[src/rtl/elastic_pipe_reg_pkg.sv]
// Shared core constants for the pipelined datapath.
// XLEN is the default payload width of a stage boundary.
package elastic_pipe_reg_pkg;
    localparam int XLEN = 32;
endpackage

[src/rtl/elastic_pipe_reg_skid_stage.sv]
// One valid/ready stage built as a two-entry skid buffer.
// The main register faces downstream; the skid register absorbs a single beat of backpressure.
module skid_stage
    import elastic_pipe_reg_pkg::*;
#(
    parameter int               WIDTH       = XLEN,
    parameter logic [WIDTH-1:0] RESET_VALUE = '0
) (
    input  logic             clk,
    input  logic             rst,
    input  logic             flush,
    input  logic             up_valid,
    output logic             up_ready,
    input  logic [WIDTH-1:0] up_data,
    output logic             dn_valid,
    input  logic             dn_ready,
    output logic [WIDTH-1:0] dn_data
);
    logic             main_valid;
    logic             skid_valid;
    logic [WIDTH-1:0] main_data;
    logic [WIDTH-1:0] skid_data;
    logic             up_fire;

    // Ready depends only on the skid register, so backpressure is fully registered.
    assign up_ready = !skid_valid;
    assign up_fire  = up_valid && !skid_valid;
    assign dn_valid = main_valid;
    assign dn_data  = main_data;

    always_ff @(posedge clk) begin
        if (rst) begin
            main_valid <= 1'b0;
            skid_valid <= 1'b0;
            main_data  <= RESET_VALUE;
            skid_data  <= RESET_VALUE;
        end else if (flush) begin
            main_valid <= 1'b0;
            skid_valid <= 1'b0;
        end else if (dn_ready || !main_valid) begin
            if (skid_valid) begin
                main_data  <= skid_data;
                main_valid <= 1'b1;
                skid_valid <= 1'b0;
            end else if (up_fire) begin
                main_data  <= up_data;
                main_valid <= 1'b1;
            end else begin
                main_valid <= 1'b0;
            end
        end else if (up_fire) begin
            // Main is held by downstream: park the incoming beat.
            skid_data  <= up_data;
            skid_valid <= 1'b1;
        end
    end
endmodule

[src/rtl/elastic_pipe_reg.sv]
// Elastic pipeline register: DEPTH chained skid stages with flush and an occupancy count.
// Serves as the stage boundary between the core's pipeline stages.
module elastic_pipe_reg
    import elastic_pipe_reg_pkg::*;
#(
    parameter int               WIDTH       = XLEN,
    parameter int               DEPTH       = 1,
    parameter logic [WIDTH-1:0] RESET_VALUE = '0,
    localparam int              CW          = $clog2(2*DEPTH+1)
) (
    input  logic             clk,
    input  logic             rst,
    input  logic             flush,
    input  logic             in_valid,
    output logic             in_ready,
    input  logic [WIDTH-1:0] in_data,
    output logic             out_valid,
    input  logic             out_ready,
    output logic [WIDTH-1:0] out_data,
    output logic [CW-1:0]    count
);
    logic [DEPTH:0]   valid_chain;
    logic [DEPTH:0]   ready_chain;
    logic [WIDTH-1:0] data_chain [DEPTH+1];
    logic             in_fire;
    logic             out_fire;

    assign valid_chain[0]     = in_valid;
    assign data_chain[0]      = in_data;
    assign ready_chain[DEPTH] = out_ready;

    // Stage k's main register drives stage k+1's upstream side.
    for (genvar k = 0; k < DEPTH; k++) begin : g_stage
        skid_stage #(
            .WIDTH       (WIDTH),
            .RESET_VALUE (RESET_VALUE)
        ) u_stage (
            .clk      (clk),
            .rst      (rst),
            .flush    (flush),
            .up_valid (valid_chain[k]),
            .up_ready (ready_chain[k]),
            .up_data  (data_chain[k]),
            .dn_valid (valid_chain[k+1]),
            .dn_ready (ready_chain[k+1]),
            .dn_data  (data_chain[k+1])
        );
    end

    // Flush blocks both handshakes so that nothing is transferred while entries are discarded.
    assign in_ready  = ready_chain[0] && !flush && !rst;
    assign out_valid = valid_chain[DEPTH] && !flush;
    assign out_data  = data_chain[DEPTH];
    assign in_fire   = in_valid && in_ready;
    assign out_fire  = out_valid && out_ready;

    always_ff @(posedge clk) begin
        if (rst || flush) begin
            count <= '0;
        end else if (in_fire && !out_fire) begin
            count <= count + 1'b1;
        end else if (!in_fire && out_fire) begin
            count <= count - 1'b1;
        end
    end
endmodule

[config.mk]
export PLATFORM = sky130hd
export DESIGN_NAME = elastic_pipe_reg
export DESIGN_NICKNAME = d
export VERILOG_FILES = /design/src/rtl/elastic_pipe_reg_pkg.sv /design/src/rtl/elastic_pipe_reg_skid_stage.sv /design/src/rtl/elastic_pipe_reg.sv
export SDC_FILE = /design/constraint.sdc
export NUM_CORES = 1
export LEC_CHECK = 0
export ABC_AREA = 1
export ABC_CLOCK_PERIOD_IN_PS = 2070
export BUFFER_PORTS_ARGS = -buffer_cell sky130_fd_sc_hd__buf_2
export CAP_MARGIN = 40
export CORE_AREA = 2 2 101 74
export DETAILED_ROUTE_END_ITERATION = 8
export DIE_AREA = 0 0 103 76
export HOLD_SLACK_MARGIN = 0.05
export PLACE_DENSITY = 0.76
export SYNTH_ARGS = -nofsm -noshare
export SYNTH_HDL_FRONTEND = slang
export SYNTH_SLANG_ARGS = --single-unit
export TNS_END_PERCENT = 5
[constraint.sdc]
create_clock -name clk -period 2.07 [get_ports clk]
set_clock_uncertainty 0.1 [all_clocks]
set_input_delay 0.414 -clock clk [delete_from_list [all_inputs] [get_ports clk]]
set_output_delay 0.414 -clock clk [all_outputs]
set_load 0.01 [all_outputs]
==> impl_metrics.tcl, run 1 <==
set metrics [dict create \
    ir_drop_mv 0.307 \
    wl_met2_microns 3070 \
    drtAntennaViolNets 0 \
    antenna_cells 0 \
    avgSynthCellArea_sq_um 6.21 \
    rsz0062_at_grt "no" \
    relSlewSlack_pct 55.8 \
    area_growth_pct 18.2 \
    critPathLaunchType "flip-flop" \
    worst_slew_pin_slew_ps 663 \
    pin_count 73 \
    grt_pass1_wl_microns 11800 \
    worstSetupPathType "reg -> out" \
    synth_nets 556 \
    holdWs_ps 304 \
    crit_path_max_fanout 3 \
    cts_buffer_depth 2 \
    hpwl_microns 4420 \
    drc 0 \
    reg2reg_depth 4 \
    min_path_type "in -> reg" \
    end_kind "output port" \
    grtUsageTotal_pct 18.7 \
    antenna_found_initial 0 \
    layout-drive-gt1-share_pct 18.5 \
    cts_tree "done" \
    rows 26 \
    insertion_delay_ps 330 \
    synth_area_leader_cell "dfxtp_1" \
    timing.final.crit_share_pct 73.2 \
    ctsHoldBuffers 0 \
    hold_depth 5 \
    synth.area.top_cells "dfxtp_1, nand2_1, nor2_1, inv_1, nand3_1" \
    first_pass_iters 4 \
    cts_resized 0 \
    met3_length_microns 381 \
    ys.warnings.count 0 \
    vias_per_cell 4.43 \
    clock-sinks 68 \
    clk_pin_slew_ps 70 \
    syn_area_sq_mm 0.00322 \
    initial_utilization_pct 46.2 \
    max_freq_ghz 0.660 \
    cp_cell_sequence "inv_1 -> nor2_1 -> buf_2" \
    slowest_delay_ps 360 \
    postSynthCellCount 518 \
    drt-wirelength-per-cell_microns 10.4 \
    fp.dieH_microns 76 \
    p_per_area_mw_per_mm2 747 \
    ys_types 19 \
    gp_congestion 0.728 \
    core_sq_mm 0.00696 \
    final_nets 616 \
    fin_crit_ps 1510 \
    final_core_util_pct 54.7 \
    grt-ovfl-total 0 \
    setup_viol 0 \
    cts-root-buf "clkbuf_8" \
    first_iter_violations 161 \
    top_layer_used "met4" \
    slowest_stage "dfxtp_1" \
    ys_ff_latch 68 \
    num_vias 3019 \
    cp.depth 3 \
    cp_top_family "flip-flops" \
    fin_tns_setup_ps 0 \
    crit_buf_inv 2 \
    cts_buffers 9 \
    cp.arrival_ps 1000 \
    p_leak_nw 1.99 \
    wl_met1_microns 3560 \
    cp.required_ps 1560 \
    dieArea_sq_mm 0.00783 \
    hold_violations 0 \
    wl_microns 7060 \
    grt_max_degree 65 \
    max-cap-violations 0 \
    port_buffers 72 \
    slew_viol_final 0 \
    status "finished, final reports clean" \
    grt_pass1_vias 2751 \
    synth_top_area_share_pct 42.3 \
    chipWidth_microns 103 \
    cts_setup_buffers 0 \
    htree_levels 3 \
    ys_seq_area_share_pct 42.3 \
]
where the power goes:
group | switching [mW] | internal [mW]
clock network | 0.489 | 0.619
registers | 0.0258 | 1.36
logic | 0.213 | 0.132
total | 0.728 | 2.11
routing by layer:
metal,vias up,track usage [%]
met2,64,29.7
met5,-,0
met3,5,6.33
met4,0,5.00
met1,1303,24.3
li1,1647,-
metrics by stage:
stage | setup WS [ps] | instance area (sq um) | instances | power (mW)
3_5_place_dp | 437 | 3600 | 665 | 1.77
5_1_grt | 433 | 3810 | 681 | 2.97
6_report | 555 | 3810 | 681 | 2.84
3_3_place_gp | 471 | 3600 | 665 | 1.76
4_1_cts | 538 | 3810 | 681 | 2.87
2_1_floorplan | 603 | 3220 | 518 | 1.65
cell usage after synthesis:
cell type  count
a21oi_1        2
buf_1          4
buf_2         11
buf_4          4
buf_6          3
clkbuf_1       7
dfxtp_1       68
ha_1           1
inv_1         68
inv_2          9
nand2_1      135
nand2_2        1
nand3_1       34
nand3_4        1
nor2_1       134
nor2_2         2
nor3_1         1
o21ai_0       32
o21ai_1        1
state kept, by name, indices dropped and copies added (netlist names):
name,count
count,2
g_stage.u_stage.dn_data,32
g_stage.u_stage.dn_valid,1
g_stage.u_stage.skid_data,32
g_stage.u_stage.skid_valid,1
cell usage in the layout, fill, tap and decap left out, drive strengths merged:
master and n:
nor2 136, inv 77, nand3 35, nor3 1, clkinv 2, dfxtp 68, o21ai 33, clkinvlp 1
clkbuf 12, a21oi 2, nand2 136, bufinv 1, ha 1, buf 78
kinds of logic after synthesis:
group	count (synthesis)	synth area share, %
AO/OA/AOI/OAI	35	5.44
flip-flops	68	42.3
buffers and inverters	106	14.0
AND/OR/NAND/NOR	308	37.9
adder cells (fa/ha/maj)	1	0.389
path summary, 6_finish.rpt:
path,start,endpoint,slack (ps)
worst max-delay path,g_stage[0].u_stage.dn_valid,out_valid,560
worst min-delay path,in_data[20],g_stage[0].u_stage.skid_data[20],300
worst max register to register,g_stage[0].u_stage.skid_valid,g_stage[0].u_stage.dn_data[2],570
worst min register to register,g_stage[0].u_stage.skid_data[17],g_stage[0].u_stage.skid_data[17],390
final cells by class:
type | instances | area (sq um)
fill | 723 | 3160
multi-input combinational | 344 | 1410
timing repair buffer | 78 | 418
sequential | 68 | 1360
clock buffer | 12 | 155
inverter | 77 | 289
tap | 98 | 123
clock inverter | 4 | 47.5
tightest hold or removal path, stage by stage:
cell     delay, ps
buf_2           70
inv_1           40
nand3_1         70
nand2_1         50
nor2_1          70
Note: power is estimated with default switching activity, not from simulation.
==> inputs of run 2 (changes only) <==
ABC_CLOCK_PERIOD_IN_PS = 1230   (was 2070)
PLACE_DENSITY = 0.79   (was 0.76)
clock period = 1.23 ns   (was 2.07 ns; I/O delays follow)
==> impl_metrics.tcl, run 2 (synthesis gave the netlist of run 1 again) <==
set metrics [dict create \
    core_sq_mm 0.00696 \
    critPathLaunchType "flip-flop" \
    first_iter_violations 149 \
    met1_usage_pct 25.8 \
    wl_microns 7290 \
    busiest_layer "met2" \
    finalNonFillerCells 694 \
    end_kind "output port" \
    insertion_delay_ps 330 \
    p_leak_nw 2.09 \
    dp_cells 677 \
    final_core_util_pct 57.9 \
    rsz0062_at_grt "yes" \
    grt_max_degree 37 \
    initial_utilization_pct 46.2 \
    use_met3_pct 5.05 \
    cts_tree "done" \
    antenna_cells 0 \
    layout-drive-gt1-share_pct 21.6 \
    cp-startpoint "g_stage[0].u_stage.dn_valid" \
    finalPower_mw 4.67 \
    drt-wirelength-per-cell_microns 10.5 \
    slew_viol_final 0 \
    timing.final.crit_share_pct 111 \
    violations "setup timing" \
    vias_per_cell 4.56 \
    num_vias 3166 \
    crit_path_max_fanout 3 \
    cp.arrival_ps 1020 \
    hold_depth 5 \
    max-cap-violations 0 \
    cts_buffer_depth 2 \
    setup_viol 47 \
    worst_slew_pin_slew_ps 364 \
    crit_top_cell "buf_6" \
    reg2reg_setup_slack_ps -110 \
    port_buffers 72 \
    worstReg2RegStart "g_stage[0].u_stage.dn_valid" \
    cts_buffers 9 \
    grt_pass1_vias 2914 \
    drc 0 \
    gp_congestion 0.808 \
    fp.dieH_microns 76 \
    holdWs_ps 134 \
    rows 26 \
    multi_input_area_sq_mm 0.00145 \
    reg2reg_depth 9 \
    layout_common_cells "nand2_1, nor2_1, buf_2, inv_1, dfxtp_1" \
    ctsHoldBuffers 0 \
    fin_crit_ps 1360 \
    clock-sinks 68 \
    hp-start "in_data[6]" \
    grt-ovfl-total 0 \
    ir_drop_mv 0.576 \
    cp_cell_sequence "inv_2 -> nor2_4 -> buf_6 -> buf_6" \
    place_area_sq_mm 0.00374 \
    reg2reg_to "count[1]" \
    cp.required_ps 880 \
    layout_commonest_cell "nand2_1" \
    dieArea_sq_mm 0.00783 \
    grtUsageTotal_pct 19.4 \
    fillers 695 \
    setup_slack_ps -134 \
    drtAntennaViolNets 0 \
    slowest_delay_ps 360 \
    final_cell_area_sq_mm 0.00403 \
    max_freq_ghz 0.733 \
    htree_levels 3 \
    p_per_area_mw_per_mm2 1160 \
    worstSetupPathType "reg -> out" \
    hpwl_microns 4680 \
    hold_violations 0 \
    cts-root-buf "clkbuf_8" \
    first_pass_iters 4 \
    seq_area_sq_mm 0.00137 \
    min_path_type "in -> reg" \
    chipWidth_microns 103 \
    area_growth_pct 25.1 \
    slowest_stage "dfxtp_2" \
    status "complete, but fails checks" \
    grt_use_met2_pct 31.8 \
    final_nets 631 \
    pin_count 73 \
    relSlewSlack_pct 75.7 \
    grt_pass1_wl_microns 12300 \
    antenna_found_initial 0 \
    clk_pin_slew_ps 70 \
    min_to "g_stage[0].u_stage.skid_data[6]" \
]
[run 2: final cells by class]
class,count,share of cell area (%)
multi-input combinational,344,36.0
clock inverter,3,0.994
timing repair buffer,93,15.6
clock buffer,11,3.26
sequential,68,33.9
inverter,77,7.17
tap,98,3.04
[run 2: worst max path at each step]
stage                           end  slack, ps  depth (start not counted)
after CTS                  in_ready       -140                          3
after floorplan            count[1]        -70                          8
final                     out_valid       -130                          4
after global placement     count[1]       -120                         10
after global routing       count[1]       -200                          9
after detailed placement   count[1]       -130                         11
[run 2: report_power, final]
part / total, mW / switching (mW) / internal, mW / leakage, nW
registers: 2.34 / 0.0447 / 2.29 / 0.557
clock network: 1.70 / 0.786 / 0.909 / 0.0890
logic: 0.640 / 0.378 / 0.262 / 1.44
total: 4.67 / 1.21 / 3.47 / 2.09
[run 2: stage by stage]
step | TNS [ps] | setup slack, ps
after floorplan | -172 | -71.6
after global placement | -2660 | -121
after detailed placement | -3400 | -132
after global routing | -5360 | -199
final | -1420 | -134
after CTS | -1130 | -142
[run 2: critical path, delay by kind of cell (launching register included)]
family	cells	cell delay, ps
flip-flops	1	360
AND/OR/NAND/NOR	1	80
buffers and inverters	3	240
[run 2: timing repair]
action,CTS,global route
resized for setup,26,8
setup endpoints to repair,41,68
cloned,1,0
endpoints found under the hold margin,0,0
setup buffers,2,0
pin swaps,17,14
[run 2: routing by layer]
| metal | part of all wire (%) | up-vias |
|---|---|---|
| met5 | 0 | - |
| met4 | 0.47 | 0 |
| met3 | 4.7 | 5 |
| met2 | 44 | 77 |
| met1 | 50 | 1402 |
| li1 | - | 1682 |
==> inputs of run 3 (changes only) <==
SKIP_CTS_REPAIR_TIMING = 1   (was default)
==> impl_metrics.tcl, run 3 (synthesis gave the netlist of run 1 again) <==
set metrics [dict create \
    num_vias 3182 \
    cp.required_ps 880 \
    grt-ovfl-total 0 \
    core_sq_mm 0.00696 \
    wl_met1_microns 3670 \
    htree_levels 3 \
    antenna_found_initial 0 \
    layout-drive-gt1-share_pct 22.7 \
    chipWidth_microns 103 \
    setup_slack_ps -144 \
    clock-sinks 68 \
    drtAntennaViolNets 0 \
    grt_max_degree 37 \
    min_path_type "in -> reg" \
    p_per_area_mw_per_mm2 1150 \
    cts_buffer_depth 2 \
    cts-root-buf "clkbuf_8" \
    status "complete, but fails checks" \
    gp_congestion 0.808 \
    fillers 690 \
    drt-wirelength-per-cell_microns 10.8 \
    hpwl_microns 4680 \
    drc 0 \
    pin_count 73 \
    slew_viol_final 0 \
    initial_utilization_pct 46.2 \
    relSlewSlack_pct 75.2 \
    max_freq_ghz 0.728 \
    wl_microns 7550 \
    rsz0062_at_grt "yes" \
    insertion_delay_ps 330 \
    holdWs_ps 149 \
    wl_met2_microns 3410 \
    crit_path_max_fanout 6 \
    grt_pass1_vias 2857 \
    layout_common_cells "nand2_1, nor2_1, buf_2, inv_1, dfxtp_1" \
    hold_violations 0 \
    cts_tree "done" \
    port_buffers 72 \
    met3_length_microns 435 \
    p_leak_nw 2.13 \
    fp.dieH_microns 76 \
    timing.final.crit_share_pct 112 \
    critPathLaunchType "flip-flop" \
    final_nets 638 \
    worst_slew_pin_slew_ps 372 \
    worstSetupPathType "reg -> out" \
    antenna_cells 0 \
    ir_drop_mv 0.545 \
    vias_per_cell 4.54 \
    first_pass_iters 4 \
    area_growth_pct 26.8 \
    max-cap-violations 0 \
    top_layer_used "met4" \
    grt_pass1_wl_microns 12000 \
    clk_pin_slew_ps 70 \
    setup_viol 68 \
    grtUsageTotal_pct 18.8 \
    layout_commonest_cell "nand2_1" \
    cp.arrival_ps 1030 \
    cts_buffers 9 \
    violations "setup timing" \
    end_kind "output port" \
    rows 26 \
    fin_crit_ps 1370 \
    first_iter_violations 124 \
    fin_tns_setup_ps -4050 \
    dieArea_sq_mm 0.00783 \
]
## run 3: area by class of cell
cell class	count	area, sq um	area share, %
clock inverter	3	40.0	0.981
clock buffer	11	131	3.22
timing repair buffer	100	679	16.6
inverter	77	289	7.08
tap	98	123	3.00
sequential	68	1370	33.5
multi-input combinational	344	1450	35.6
## run 3: worst max-delay path, stage by stage, from the launching register on
cell and delay, ps:
dfxtp_4 380, buf_12 140, nor2_4 80, buf_6 100
## run 3: per-layer routing
layer / global-route usage (%) / vias to the layer above
li1: - / 1692
met1: 24.6 / 1384
met2: 30.7 / 101
met3: 4.95 / 5
met4: 4.61 / 0
met5: 0 / -
## run 3: power breakdown
| part | switching [mW] | leakage (nW) | internal, mW |
|---|---|---|---|
| Sequential | 0.0447 | 0.557 | 2.29 |
| Combinational | 0.378 | 1.49 | 0.262 |
| Clock | 0.790 | 0.0890 | 0.909 |
## run 3: through the flow
stage	total power [mW]	utilization [%]	instance area, sq um	cells	setup slack, ps
finish	4.68	58.6	4080	701	-144
floorplan	2.78	-	3250	518	-71.6
global placement	2.99	53.7	3740	677	-121
global route	4.89	58.6	4080	701	-201
CTS	4.71	56.1	3910	691	-407
detailed placement	3.01	53.7	3740	677	-132
## run 3: final timing paths
kind / startpoint / endpoint / slack (ps) / depth (start not counted)
worst max register to register: g_stage[0].u_stage.skid_valid / g_stage[0].u_stage.dn_data[20] / -110 / 8
worst max-delay path: g_stage[0].u_stage.skid_valid / in_ready / -140 / 3
worst min register to register: count[0] / count[0] / 360 / 1
worst min-delay path: in_data[19] / g_stage[0].u_stage.skid_data[19] / 150 / 5
